--- src/rtl/mux_scan_n.sv ---
// mux_scan_n: N-channel, W-bit registered selector for the display/debug path.
// In manual mode an external select picks the channel. In auto-scan mode a
// divider steps through the channels enabled in ch_mask, dwelling period+1
// cycles on each one.
//
// Ports:
//   clk, rst_n   clock; synchronous active-low reset
//   din          packed channel data, channel k at din[k*W +: W]
//   sel          manual channel select
//   mode         0 = manual, 1 = auto-scan
//   ch_mask      auto-scan visit enable per channel
//   period       auto-scan dwell in cycles, minus 1
//   hold         freeze channel and divider; dout still tracks din[cur_ch]
//   dout         registered selected data
//   cur_ch       registered current channel index
//   ch_tick      one-cycle pulse when a new channel's data first appears on dout
//   sel_err      registered; manual select out of range
module mux_scan_n #(
  parameter int unsigned N    = 8,
  parameter int unsigned W    = 32,
  parameter int unsigned SW   = 3,
  parameter int unsigned DIVW = 16
) (
  input  logic            clk,
  input  logic            rst_n,
  input  logic [N*W-1:0]  din,
  input  logic [SW-1:0]   sel,
  input  logic            mode,
  input  logic [N-1:0]    ch_mask,
  input  logic [DIVW-1:0] period,
  input  logic            hold,
  output logic [W-1:0]    dout,
  output logic [SW-1:0]   cur_ch,
  output logic            ch_tick,
  output logic            sel_err
);

  // Select space rounded up to a power of two so any SW-bit index is in range.
  localparam int unsigned NP = 1 << SW;

  // Elaboration-time rejection of an undersized select or out-of-range N.
  if ((NP < N) || (N < 2) || (N > 32)) begin : g_param_check
    $error("mux_scan_n: N must be 2..32 and 2**SW must be >= N");
  end

  logic [W-1:0]    ch_data [NP];
  logic [NP-1:0]   mask_p;
  logic [DIVW-1:0] cnt;

  logic [SW-1:0]   adv_ch_c;
  logic [SW-1:0]   idx_c;
  int              pos_c;

  logic [SW-1:0]   cur_nxt_c;
  logic [DIVW-1:0] cnt_nxt_c;
  logic [W-1:0]    dout_nxt_c;
  logic            err_nxt_c;

  // Unpack channels; padding slots beyond N read as zero and are never enabled.
  for (genvar k = 0; k < NP; k++) begin : g_ch
    if (k < N) begin : g_used
      assign ch_data[k] = din[k*W +: W];
      assign mask_p[k]  = ch_mask[k];
    end else begin : g_pad
      assign ch_data[k] = '0;
      assign mask_p[k]  = 1'b0;
    end
  end

  // Circular search for the next enabled channel after cur_ch. Walking the
  // offsets from N down to 1 lets the nearest enabled one win; offset N is
  // cur_ch itself, so a lone enabled current channel stays put and an empty
  // mask leaves cur_ch unchanged.
  always_comb begin
    adv_ch_c = cur_ch;
    idx_c    = '0;
    pos_c    = 0;
    for (int i = int'(N); i > 0; i--) begin
      pos_c = int'(cur_ch) + i;
      if (pos_c >= int'(N)) begin
        pos_c = pos_c - int'(N);
      end
      idx_c = SW'(pos_c);
      if (mask_p[idx_c]) begin
        adv_ch_c = idx_c;
      end
    end
  end

  // Next channel, divider and output data; hold has priority over mode.
  always_comb begin
    cur_nxt_c  = cur_ch;
    cnt_nxt_c  = cnt;
    dout_nxt_c = ch_data[cur_ch];
    err_nxt_c  = sel_err;
    if (hold) begin
      cur_nxt_c = cur_ch;
    end else if (!mode) begin
      cnt_nxt_c = '0;
      if (32'(sel) < N) begin
        cur_nxt_c  = sel;
        dout_nxt_c = ch_data[sel];
        err_nxt_c  = 1'b0;
      end else begin
        dout_nxt_c = '0;
        err_nxt_c  = 1'b1;
      end
    end else begin
      err_nxt_c = 1'b0;
      // >= so that shrinking period below the running count advances at once.
      if (cnt >= period) begin
        cnt_nxt_c = '0;
        cur_nxt_c = adv_ch_c;
      end else begin
        cnt_nxt_c = cnt + DIVW'(1);
      end
      dout_nxt_c = (|ch_mask) ? ch_data[cur_nxt_c] : '0;
    end
  end

  // State and output registers.
  always_ff @(posedge clk) begin
    if (!rst_n) begin
      dout    <= '0;
      cur_ch  <= '0;
      cnt     <= '0;
      ch_tick <= 1'b0;
      sel_err <= 1'b0;
    end else begin
      dout    <= dout_nxt_c;
      cur_ch  <= cur_nxt_c;
      cnt     <= cnt_nxt_c;
      ch_tick <= (cur_nxt_c != cur_ch);
      sel_err <= err_nxt_c;
    end
  end

endmodule

--- config.mk ---
export PLATFORM = sky130hd
export DESIGN_NAME = mux_scan_n
export DESIGN_NICKNAME = d
export VERILOG_FILES = /design/src/rtl/mux_scan_n.sv
export SDC_FILE = /design/constraint.sdc
export NUM_CORES = 1
export LEC_CHECK = 0
export CORE_AREA = 2 2 171 123
export CTS_CLUSTER_SIZE = 28
export DETAILED_ROUTE_END_ITERATION = 10
export DIE_AREA = 0 0 173 125
export GPL_ROUTABILITY_DRIVEN = 0
export HOLD_SLACK_MARGIN = 0.02
export MAX_ROUTING_LAYER = met4
export PLACE_DENSITY = 0.91
export SLEW_MARGIN = 20
export SYNTH_ARGS = -nofsm -noshare
export SYNTH_HDL_FRONTEND = slang
export SYNTH_SLANG_ARGS = --single-unit
--- constraint.sdc ---
create_clock -name clk -period 4.86 [get_ports clk]
set_clock_uncertainty 0.15 [all_clocks]
set_input_delay 0.486 -clock clk [delete_from_list [all_inputs] [get_ports clk]]
set_output_delay 0.486 -clock clk [all_outputs]
set_load 0.01 [all_outputs]
# [Word-level counts from Yosys, hierarchy flattened]
# Cells that the tools add are included.
[word_totals] register_bits=52 wordCells=97
[classes] n_addsub=17 n_lt_le_gt_ge=20 n_eq_ne=1 mux=51 bitwise_logic=3 n_reduce_logical=1
[op_table] cell="binary-select mux 32 bit (select 3 bit)" n=3
[op_table] cell="2-to-1 mux 32 bit" n=9
[op_table] cell="2-to-1 mux 3 bit" n=21
[op_table] cell="greater-or-equal comparator 4 bit, second input constant" n=10
[op_table] cell="less-than comparator 3 x 4 -> 1 bit, second input constant" n=8
[op_table] cell="2-to-1 mux 16 bit" n=2
[op_table] cell="binary-select mux 1 bit (select 3 bit)" n=8
[op_table] cell="subtractor 3 x 1 -> 3 bit, second input constant" n=8
[op_table] cell="adder 16 x 1 -> 16 bit, second input constant" n=1
[op_table] cell="adder 3 x 3 -> 4 bit, second input constant" n=4
[op_table] cell="greater-or-equal comparator 16 bit" n=1
[op_table] cell="NOT 3 -> 4 bit" n=3
[op_table] cell="adder 3 x 2 -> 4 bit, second input constant" n=2
[op_table] cell="2-to-1 mux 1 bit" n=8
[op_table] cell="OR reduction 8 bit" n=1
[op_table] cell="adder 3 x 4 -> 5 bit, second input constant" n=1
[op_table] cell="greater-or-equal comparator 5 x 4 -> 1 bit, second input constant" n=1
[op_table] cell="adder 3 x 1 -> 4 bit, second input constant" n=1
[op_table] cell="inequality test 3 bit" n=1

# [Longest topological paths before layout]
# Gate-level depths: netlist of run 1.
[depth] depth_word=23 depth_mapped=17 ltp_nobuf=11

# [Worst setup path after synthesis of run 1]
# OpenSTA, ideal clock, no wires.
[synth_timing] path_kind="register to register" from="register cur_ch[0]" to="register dout[0]" setup_ns=0.114 arrival_ns=3.822 required_time_ns=4.596 path_slack_ns=0.774 path_stages_with_launch=17 path_buffers=5 synth_period_minus_slack_ns=4.086 cell_sequence="dfxtp_1 -> buf_6 -> buf_6 -> clkinv_1 -> clkbuf_1 -> ha_1 -> buf_6 -> mux2_4 -> mux4_2 -> nand2_1 -> a31oi_1 -> o21bai_4 -> xnor2_4 -> buf_6 -> mux4_2 -> nand2_1 -> a21oi_2"
[synth_between] elab_chain_len=23 word_cells_on_any_way=70
[synth_rtl] element="start: declaration" line_no="33" rtl="output logic [SW-1:0] cur_ch,"
[synth_rtl] element="start signal: assignment" line_no="131" rtl="cur_ch <= cur_nxt_c;"
[synth_rtl] element="adder 3 x 4 -> 5 bit" line_no="79" rtl="pos_c = int'(cur_ch) + i;"
[synth_rtl] element="greater-or-equal comparator 5 x 4 -> 1 bit or subtractor 3 x 1 -> 3 bit (tied branches)" line_no="80, 81"
[synth_rtl] element="2-to-1 mux 3 bit" line_no="80" rtl="if (pos_c >= int'(N)) begin"
[synth_rtl] element="binary-select mux 1 bit (select 3 bit)" line_no="84" rtl="if (mask_p[idx_c]) begin"
[synth_rtl] element="2-to-1 mux 1 bit (implied by the code)" line_no="84"
[synth_rtl] element="2-to-1 mux 3 bit (8 in series)" line_no="84"
[synth_rtl] element="2-to-1 mux 3 bit" line_no="111" rtl="if (cnt >= period) begin"
[synth_rtl] element="2-to-1 mux 3 bit" line_no="98" rtl="end else if (!mode) begin"
[synth_rtl] element="2-to-1 mux 3 bit" line_no="96" rtl="if (hold) begin"
[synth_rtl] element="NOT 3 -> 4 bit (implied by the code)" line_no="117" rtl="dout_nxt_c = (|ch_mask) ? ch_data[cur_nxt_c] : '0;"
[synth_rtl] element="binary-select mux 32 bit (select 3 bit)" line_no="117"
[synth_rtl] element="2-to-1 mux 32 bit (implied by the code) (2 in series)" line_no="117"
[synth_rtl] element="2-to-1 mux 32 bit" line_no="117"
[synth_rtl] element="2-to-1 mux 32 bit" line_no="98"
[synth_rtl] element="2-to-1 mux 32 bit (*)" line_no="96"
[synth_rtl] element="end signal: assignment" line_no="130" rtl="dout <= dout_nxt_c;"
[synth_rtl] element="end: declaration" line_no="32" rtl="output logic [W-1:0] dout,"
# Every way passes the cells marked *; elsewhere a longest branch is shown, timed or not. The select of a mux whose other input is x is not followed.
# A chain may end at the register's enable or synchronous reset.

# [Worst setup path after layout of run 1]
[layout_timing] from="input period[2]" to="register dout[9]"
[layout_between] elab_chain_len=11
[layout_rtl] element="start: declaration" line_no="30" rtl="input logic [DIVW-1:0] period,"
[layout_rtl] element="greater-or-equal comparator 16 bit" line_no="111"
[layout_rtl] element="2-to-1 mux 3 bit" line_no="111"
[layout_rtl] element="2-to-1 mux 3 bit" line_no="98"
[layout_rtl] element="2-to-1 mux 3 bit" line_no="96"
[layout_rtl] element="NOT 3 -> 4 bit (implied by the code)" line_no="117"
[layout_rtl] element="binary-select mux 32 bit (select 3 bit)" line_no="117"
[layout_rtl] element="2-to-1 mux 32 bit (implied by the code) (2 in series)" line_no="117"
[layout_rtl] element="2-to-1 mux 32 bit" line_no="117"
[layout_rtl] element="2-to-1 mux 32 bit" line_no="98"
[layout_rtl] element="2-to-1 mux 32 bit" line_no="96"
# No other way between the ends. The select of a mux whose other input is x is not followed.

==> results of run 1 <==
## power groups by stage
stage | Clock, mW | Combinational, mW | Sequential, mW
floorplan | 0 | 0.625 | 0.488
global placement | 0 | 1.08 | 0.484
detailed placement | 0 | 1.10 | 0.483
CTS | 0.415 | 1.11 | 0.473
global route | 0.425 | 1.19 | 0.476
finish | 0.405 | 1.12 | 0.473
## through the flow
step	setup WS, ps	power [mW]
4_1_cts	604.2	1.995
5_1_grt	331.1	2.089
2_1_floorplan	774.0	1.113
3_3_place_gp	435.2	1.561
6_report	595.9	1.997
3_5_place_dp	299.5	1.586
## cells in the final DEF, fill, tap and decap left out, types with 3 or more instances in the layout
| cell type | Yosys | final |
|---|---|---|
| and2_1 | 7 | 7 |
| nand3_1 | 43 | 43 |
| a21oi_2 | 31 | 30 |
| nand2_1 | 214 | 214 |
| nor4b_1 | 3 | 3 |
| nand2b_1 | 3 | 3 |
| nor3_1 | 5 | 5 |
| mux2i_1 | 71 | 71 |
| clkdlybuf4s50_1 | 0 | 316 |
| buf_2 | 20 | 5 |
| and3_1 | 5 | 5 |
| dfxtp_1 | 52 | 49 |
| ha_1 | 19 | 19 |
| a31oi_1 | 4 | 4 |
| buf_4 | 7 | 16 |
| mux2_2 | 4 | 4 |
| a21boi_0 | 4 | 4 |
| mux4_2 | 172 | 172 |
| inv_1 | 23 | 23 |
| a221oi_1 | 3 | 3 |
| xnor2_1 | 6 | 6 |
| nor2_1 | 58 | 58 |
| nor2b_1 | 4 | 4 |
| clkbuf_16 | 0 | 5 |
| a21oi_1 | 43 | 43 |
| o221a_1 | 31 | 31 |
| xor2_1 | 11 | 11 |
| nor4_1 | 5 | 5 |
| o21ai_0 | 9 | 9 |
| buf_12 | 0 | 6 |
## critical path: stages
cell,delay [ps]
clkdlybuf4s50_1,470
inv_1,50
ha_1,300
a211o_1,260
a31oi_1,170
o221ai_1,170
a21oi_1,690
o21bai_4,300
xnor2_4,270
nand4_2,400
buf_12,310
o221a_2,290
a21oi_1,150
## area by class of cell
type / count / area (um^2) / area share, %
Antenna cell: 1 / 2.502 / 0.01932
Clock buffer: 5 / 125.1 / 0.9660
Clock inverter: 3 / 28.78 / 0.2222
Inverter: 25 / 93.84 / 0.7245
Multi-Input combinational cell: 797 / 7879 / 60.83
Sequential cell: 52 / 1050 / 8.105
Tap cell: 276 / 345.3 / 2.666
Timing Repair Buffer: 343 / 3428 / 26.47
## registers in the layout, summed over array words and instances, names as in the netlist
name,count
ch_tick,1
cur_ch,3
cnt,16
dout,32
## cell families after synthesis
family | share of synthesized area [%]
and+or+nand+nor | 15.90
muxes | 49.52
AOI/OAI and AO/OA | 13.09
buffers and inverters | 5.899
DFF | 11.00
adders and majority gates | 2.513
xor gates and xnor gates | 2.037
other | 0.03964
## routing by layer
| metal | GRT usage, % | part of all wire, % | up-vias |
|---|---|---|---|
| met3 | 5.900 | 11 | 102 |
| met1 | 40.01 | 37 | 4770 |
| met5 | - | 0 | - |
| met4 | 13.16 | 3.3 | 0 |
| li1 | - | - | 4269 |
| met2 | 52.33 | 49 | 809 |
## worst max path at each step
stage / slack (ps) / cells past startpoint / endpoint
final: 600 / 13 / dout[9]
after global routing: 330 / 13 / dout[9]
after CTS: 600 / 13 / dout[9]
after detailed placement: 300 / 13 / dout[9]
after global placement: 440 / 13 / dout[9]
after floorplan: 770 / 16 / dout[0]
==> impl_metrics.csv, run 1 <==
group,metric,value,unit
outcome,outcome,"complete, no violations",
clock_network,clkLatencyLatePin,310,ps
critical_path,rr_endpoint,"dout[9]",
synth,yosys.area.top_type,"mux4_2",
floorplan,die_w,173,um
critical_path,worstSetupStartpointType,"primary input",
clock_network,cts_tree,"built",
synth,yosysWarnings,0,
sta,setup_viol,0,
power,p_seq_share,23.7,%
finish,fin_area,12950,um^2
flow_run,max_cap_viol_count,0,
detailed_routing,vias,9950,
global_route,grt_max_degree,87,
power,p_clk_share,20.3,%
clock_network,clk_path_buf_depth,2,
placed_design,place_inst,1493,
clock_network,htreeDepth,2,
sta,tightest_slew,945.0,ps
critical_path,cp.arrival,4350,ps
power,combPwrFrac,56.0,%
sta,rsz0062_at_grt,"no",
finish,num-fill-cells,1597,
sta,setup-tns-final,0,ps
floorplan,initial_utilization,46.95,%
synth,synth_most_common_cell,"nand2_1",
critical_path,critPathCaptureType,"register",
critical_path,r2r_setup_slack,610,ps
worst_hold_path,whs_path_depth,2,
finish,stdcell_count,1502,
critical_path,critical_path_class,"in2reg",
synth,synthesis.nets,1272,
power,ir_drop,0.1510,mV
detailed_routing,drt_wl_total,34290,um
synth,ys_types,65,
floorplan,io_pins,324,
detailed_routing,drc,0,
clock_network,clkSinkCount,52,
power,p_sw,0.7149,mW
sta,min_period_over_period,87.74,%
detailed_routing,first_iter_violations,1145,
power,leakage,4.505,nW
synth,syn_inst,966,
critical_path,worstPathRequired,4940,ps
finish,final_nets,1530,
critical_path,critPathLaunch,"period[2]",
critical_path,rr_worst_depth,11,
worst_hold_path,hold_end,"cnt[15]",
worst_hold_path,hp-class,"reg2reg",
sta,slew_headroom,37.00,%
power,p_per_area,154.1,nW/um^2
power,p_int,1.282,mW
finish,syn2layout_area_growth,36.91,%
synth,synth_flop_cell,"dfxtp_1",
clock_network,cts.repair.resized,0,
critical_path,cp_max_fo,25,
detailed_routing,firstDrtPassIters,6,
critical_path,regToRegStartpoint,"cur_ch[1]",
floorplan,core_region_area,20150,um^2
sta,slew_viol_final,0,
finish,drive_gt1_share,21.14,%
global_route,grt_pass1_vias,10140,
placed_design,placed_cell_area,12800,um^2
synth,yosysSeqAreaShare,11.00,%
floorplan,die_h,125,um
global_route,grt_first_pass_wirelength,54100,um
floorplan,rows,44,
sta,hold_violations,0,
placed_design,io_buffers,322,
synth,synthTopCellsByArea,"mux4_2 41%, dfxtp_1 11%, nand2_1 8.5%, mux2i_1 7.5%, o221a_1 3.7%",
synth,async_reset_ff_share,0,%
worst_hold_path,hp-start,"cnt[15]",
synth,synth_edf_count,0,
synth,synth_area,9460,um^2
clock_network,post_cts_buffers,0,
power,p_sw_share,35.81,%
detailed_routing,routed_via_density,6.625,
clock_network,cts_buffers,5,
sta,hold_ws,388.4,ps
detailed_routing,wire_per_inst,22.83,um
clock_network,clk_pin_slew,90,ps
clock_network,clockRootBuffer,"clkbuf_16",
detailed_routing,ant_nets,0,
global_route,grt_overflow,0,
synth,ys_seq_elements,52,
global_route,gr-usage-all-layers,32.22,%
global_route,antenna_found_initial,1,
synth,synthTopCellsByCount,"214 x nand2_1, 172 x mux4_2, 71 x mux2i_1, 58 x nor2_1, 52 x dfxtp_1",
finish,fin_util,64.28,%
synth,syn_avg_cell_area,9.793,um^2
floorplan,dieArea,21630,um^2
sta,clock.fmax,0.2345,GHz
clock_network,hold_buffers,0,
placed_design,hpwl,24960,um
sta,fin_crit,4264,ps
synth,yosysTopAreaCellShare,40.95,%
(Power assumes the default switching activity.)
==> run 2, diff against run 1 <==
--- a/config.mk
+++ b/config.mk
@@ -10,6 +10,7 @@
 export DETAILED_ROUTE_END_ITERATION = 10
 export DIE_AREA = 0 0 173 125
 export GPL_ROUTABILITY_DRIVEN = 0
+export GPL_TIMING_DRIVEN = 0
 export HOLD_SLACK_MARGIN = 0.02
 export MAX_ROUTING_LAYER = met4
 export PLACE_DENSITY = 0.91
==> run 2 against run 1 <==
Effect of this change: sequential share of layout area down 0.20 points; total power up 3.3%; worst hold slack worse by 4.8 ps; register-to-register slack worse by 400 ps; critical path depth up 2; combinational power up 4%; non-clock buffer count up 67; first-iteration DRC count up 40%; global-route usage up 4.9 points; via count up 6.4%; flip-flop and latch count unchanged; sequential power down 1%; critical path type is now reg2reg; critical endpoint is now dout[11].
==> impl_metrics.csv, run 2 (synthesized netlist as in run 1, its figures left out) <==
group,metric,value,unit
sta,fin_crit,4647,ps
power,p_per_area,156.7,nW/um^2
floorplan,initial_utilization,46.95,%
power,leakage,4.595,nW
placed_design,io_buffers,318,
critical_path,worstSetupStartpointType,"register",
clock_network,hold_buffers,0,
finish,fin_area,13170,um^2
finish,final_nets,1597,
flow_run,max_cap_viol_count,0,
global_route,grt_max_degree,20,
global_route,grt_first_pass_wirelength,60530,um
power,ir_drop,0.1305,mV
global_route,gr-usage-all-layers,37.14,%
finish,layout_common_cells,"318 x clkdlybuf4s50_1, 214 x nand2_1, 172 x mux4_2, 71 x mux2i_1, 58 x nor2_1",
clock_network,clk_path_buf_depth,2,
clock_network,clk_pin_slew,70,ps
clock_network,post_cts_buffers,0,
sta,slew_headroom,29.78,%
detailed_routing,wire_per_inst,25.27,um
finish,antenna_cells,0,
clock_network,clockRootBuffer,"clkbuf_16",
global_route,antenna_found_initial,0,
sta,setup_viol,0,
critical_path,critPathCaptureType,"register",
worst_hold_path,hp-class,"reg2reg",
finish,final_common_cell,"clkdlybuf4s50_1",
critical_path,cp.arrival,4720,ps
finish,drive_gt1_share,20.82,%
sta,setup_slack,213.5,ps
placed_design,hpwl,30810,um
floorplan,core_region_area,20150,um^2
sta,rsz0062_at_grt,"no",
detailed_routing,firstDrtPassIters,8,
detailed_routing,routed_via_density,6.754,
finish,syn2layout_area_growth,39.17,%
critical_path,worstPathRequired,4940,ps
critical_path,cp_max_fo,10,
placed_design,pre_cts_ws,-115.8,ps
floorplan,die_w,173,um
worst_hold_path,whs_path_depth,2,
detailed_routing,vias,10590,
floorplan,dieArea,21630,um^2
finish,largest_reg_flops,32,
sta,hold_violations,0,
critical_path,r2r_setup_slack,210,ps
clock_network,cts_buffers,5,
detailed_routing,first_iter_violations,1604,
finish,final-seq-area,1041,um^2
sta,clock.fmax,0.2152,GHz
floorplan,die_h,125,um
finish,top_register,"dout",
clock_network,cts_tree,"built",
clock_network,clkSinkCount,52,
finish,num-fill-cells,1549,
outcome,outcome,"complete, no violations",
global_route,grt_pass1_vias,10800,
detailed_routing,drc,0,
detailed_routing,drt_wl_total,39630,um
sta,min_period_over_period,95.61,%
finish,top_regs,"dout (32), cnt (16), cur_ch (3)",
sta,slew_viol_final,0,
critical_path,regToRegStartpoint,"cur_ch[0]",
critical_path,rr_worst_depth,15,
critical_path,critPathLaunch,"cur_ch[0]",
clock_network,htreeDepth,2,
clock_network,clkLatencyLatePin,320,ps
global_route,grt_overflow,0,
floorplan,io_pins,324,
detailed_routing,ant_nets,0,
finish,multi_input_area,7873,um^2
critical_path,critical_path_class,"reg2reg",
floorplan,rows,44,
placed_design,placed_cell_area,12990,um^2
sta,tightest_slew,1053,ps
worst_hold_path,hp-start,"cnt[15]",
[run 2: cell count changes in the layout (fill, tap and decap cells not counted), sizes merged]
cell and delta:
clkbuf +34, buf +31, clkdlybuf4s50 +2, clkinv -2, clkinvlp +2, diode -1
[run 2: repair_timing]
| item | in CTS | in global routing |
|---|---|---|
| endpoints found under the setup margin | 31 | 33 |
| pin swaps | 0 | 1 |
| gates resized for setup | 2 | 4 |
[run 2: report_power, final]
part	switching, mW	leakage (nW)	total [mW]	internal [mW]
sequential	0.0117	0.429	0.466	0.454
combinational	0.537	4.09	1.17	0.636
clock	0.224	0.0767	0.424	0.201
[run 2: final cells by class]
| cell class | count | share of cell area (%) |
|---|---|---|
| multi-input combinational | 797 | 59.79 |
| timing repair buffer | 318 | 24.18 |
| sequential | 52 | 7.906 |
| buffer | 92 | 3.564 |
| tap | 276 | 2.623 |
| clock buffer | 5 | 0.9503 |
| inverter | 25 | 0.7697 |
| clock inverter | 3 | 0.2186 |
[run 2: per-stage QoR]
step	cells	total power, mW	hold WS, ps	utilization (%)	setup TNS, ps
5_1_grt	1568	2.146	416.8	65.34	0
6_report	1568	2.063	383.5	65.34	0
2_1_floorplan	966	1.113	333.0	-	0
3_3_place_gp	1560	1.588	357.6	64.46	0
3_5_place_dp	1560	1.618	362.6	64.46	-1546
4_1_cts	1568	2.034	384.1	65.24	0
[run 2: routing by layer]
metal	wire length, um	global-route usage, %
met1	14370	46.74
met2	18350	58.45
met3	5387	8.546
met4	1525	14.66
met5	0	-
[run 2: worst paths after layout]
path,end
setup / recovery,dout[11]
hold / removal,cnt[15]
setup reg to reg,dout[11]
hold reg to reg,cnt[15]
[run 2: critical path, cell delays in order (launching register included)]
cell        delay, ps
dfxtp_1           400
buf_6             170
buf_6             170
clkinvlp_4        210
clkbuf_4          300
ha_2              420
buf_6             170
mux2_4            310
mux4_2            520
o221ai_2          190
a311oi_2          150
a221oi_4          450
nand4_4           200
buf_2             270
o221a_1           300
a21oi_2           190
==> edit, RTL diff (flow settings as in run 1) <==
Change the parameter `W` from 32 to 16.
--- a/src/rtl/mux_scan_n.sv
+++ b/src/rtl/mux_scan_n.sv
@@ -17,7 +17,7 @@
 //   sel_err      registered; manual select out of range
 module mux_scan_n #(
   parameter int unsigned N    = 8,
-  parameter int unsigned W    = 32,
+  parameter int unsigned W    = 16,
   parameter int unsigned SW   = 3,
   parameter int unsigned DIVW = 16
 ) (
Ports: changed (resized din and dout); port bits go from 324 to 180. No check against the original RTL was run, so the function may have changed too.
==> edit against run 1 <==
  * Power is 30% lower
  * Synthesized cell count is 32% lower
  * Wire length is 36% lower
  * Worst setup slack better by 0.0041 ns
  * Area after synthesis is 37% lower
  * Sequential cell count is 16 lower
  * Sequential power is 31% lower
  * Critical endpoint is now dout[4]
  * Cell area is 37% lower
  * Via count is 35% lower
  * Fmax hardly changed
==> edit: results (changes against run 1) <==
status: "complete, no violations"
vias_per_cell: 6.01  # -9.2%
dpl_cell_area_um2: 7960  # -38%
wl_met1_um: 8670  # -32%
dr.first_iter.drc_count: 859  # -25%
power_w: 0.00139  # -30%
yosysUniqueCellTypes: 66  # +1.5%
synth-seq-cells: 36  # -31%
grt_pass1_vias: 6460  # -36%
grt_max_degree: 58  # -33%
synthToLayoutAreaGrowth_pct: 35.7
seq-power_w: 0.000326  # -31%
synth-compound-area-share: 0.215  # +0.0839
drive_above_1_share: 0.157  # -0.0543
synth_fp_nets: 833  # -35%
gr-usage-all-layers: 0.203  # -0.119
cp_slowest_cell: "buf_4"
met2_wirelength_um: 10300  # -38%
critPathArrivalTime_ns: 4.29  # -0.06 ns
synth-adder-area-share: 0.0397  # +0.0145
grt_pass1_wl_um: 34500  # -36%
max_stage_delay_ns: 0.67  # -0.02 ns
wl_met3_um: 2440  # -35%
worstPathMaxFanout: 50  # +100%
port_buffers: 178  # -45%
ir_drop_uv: 108  # -28%
fill_cells: 1950  # +22%
antenna_cells: 0  # -1
dp.cells: 1070  # -28%
yosys-top-cells-count: "86 x nand2_1, 73 x mux4_2, 58 x mux2i_1"
relSlewSlack: 0.249  # -0.121
pre_cts_slack_ns: 0.598  # +0.299 ns
-- edit: per-layer routing --
metal	GRT usage	vias to the layer above
met4	0.0618	0
met5	-	-
met3	0.0560	81
met2	0.327	472
met1	0.247	3072
li1	-	2856
-- edit: final cells by class --
type,instances,share of cell area
Clock buffer,5,0.0154
Clock inverter,3,0.00523
Inverter,26,0.0120
Multi-Input combinational cell,537,0.601
Sequential cell,36,0.0889
Tap cell,276,0.0425
Timing Repair Buffer,195,0.234
-- edit: worst max-delay path, delay by kind of cell (launching register included) --
family / cells / cell delay, ns
compound gates: 4 / 0.68
mux: 2 / 0.68
buf+inv: 2 / 1.03
flops: 1 / 0.32
simple gates: 1 / 0.37
fa+ha+maj: 1 / 0.36
xor+xnor: 2 / 0.53
-- edit: worst paths after layout --
kind	start	endpoint	slack, ns
setup / recovery	cur_ch[1]	dout[4]	0.60
hold / removal	cnt[8]	cnt[8]	0.39
setup reg to reg	cur_ch[1]	dout[4]	0.60
hold reg to reg	cnt[8]	cnt[8]	0.39
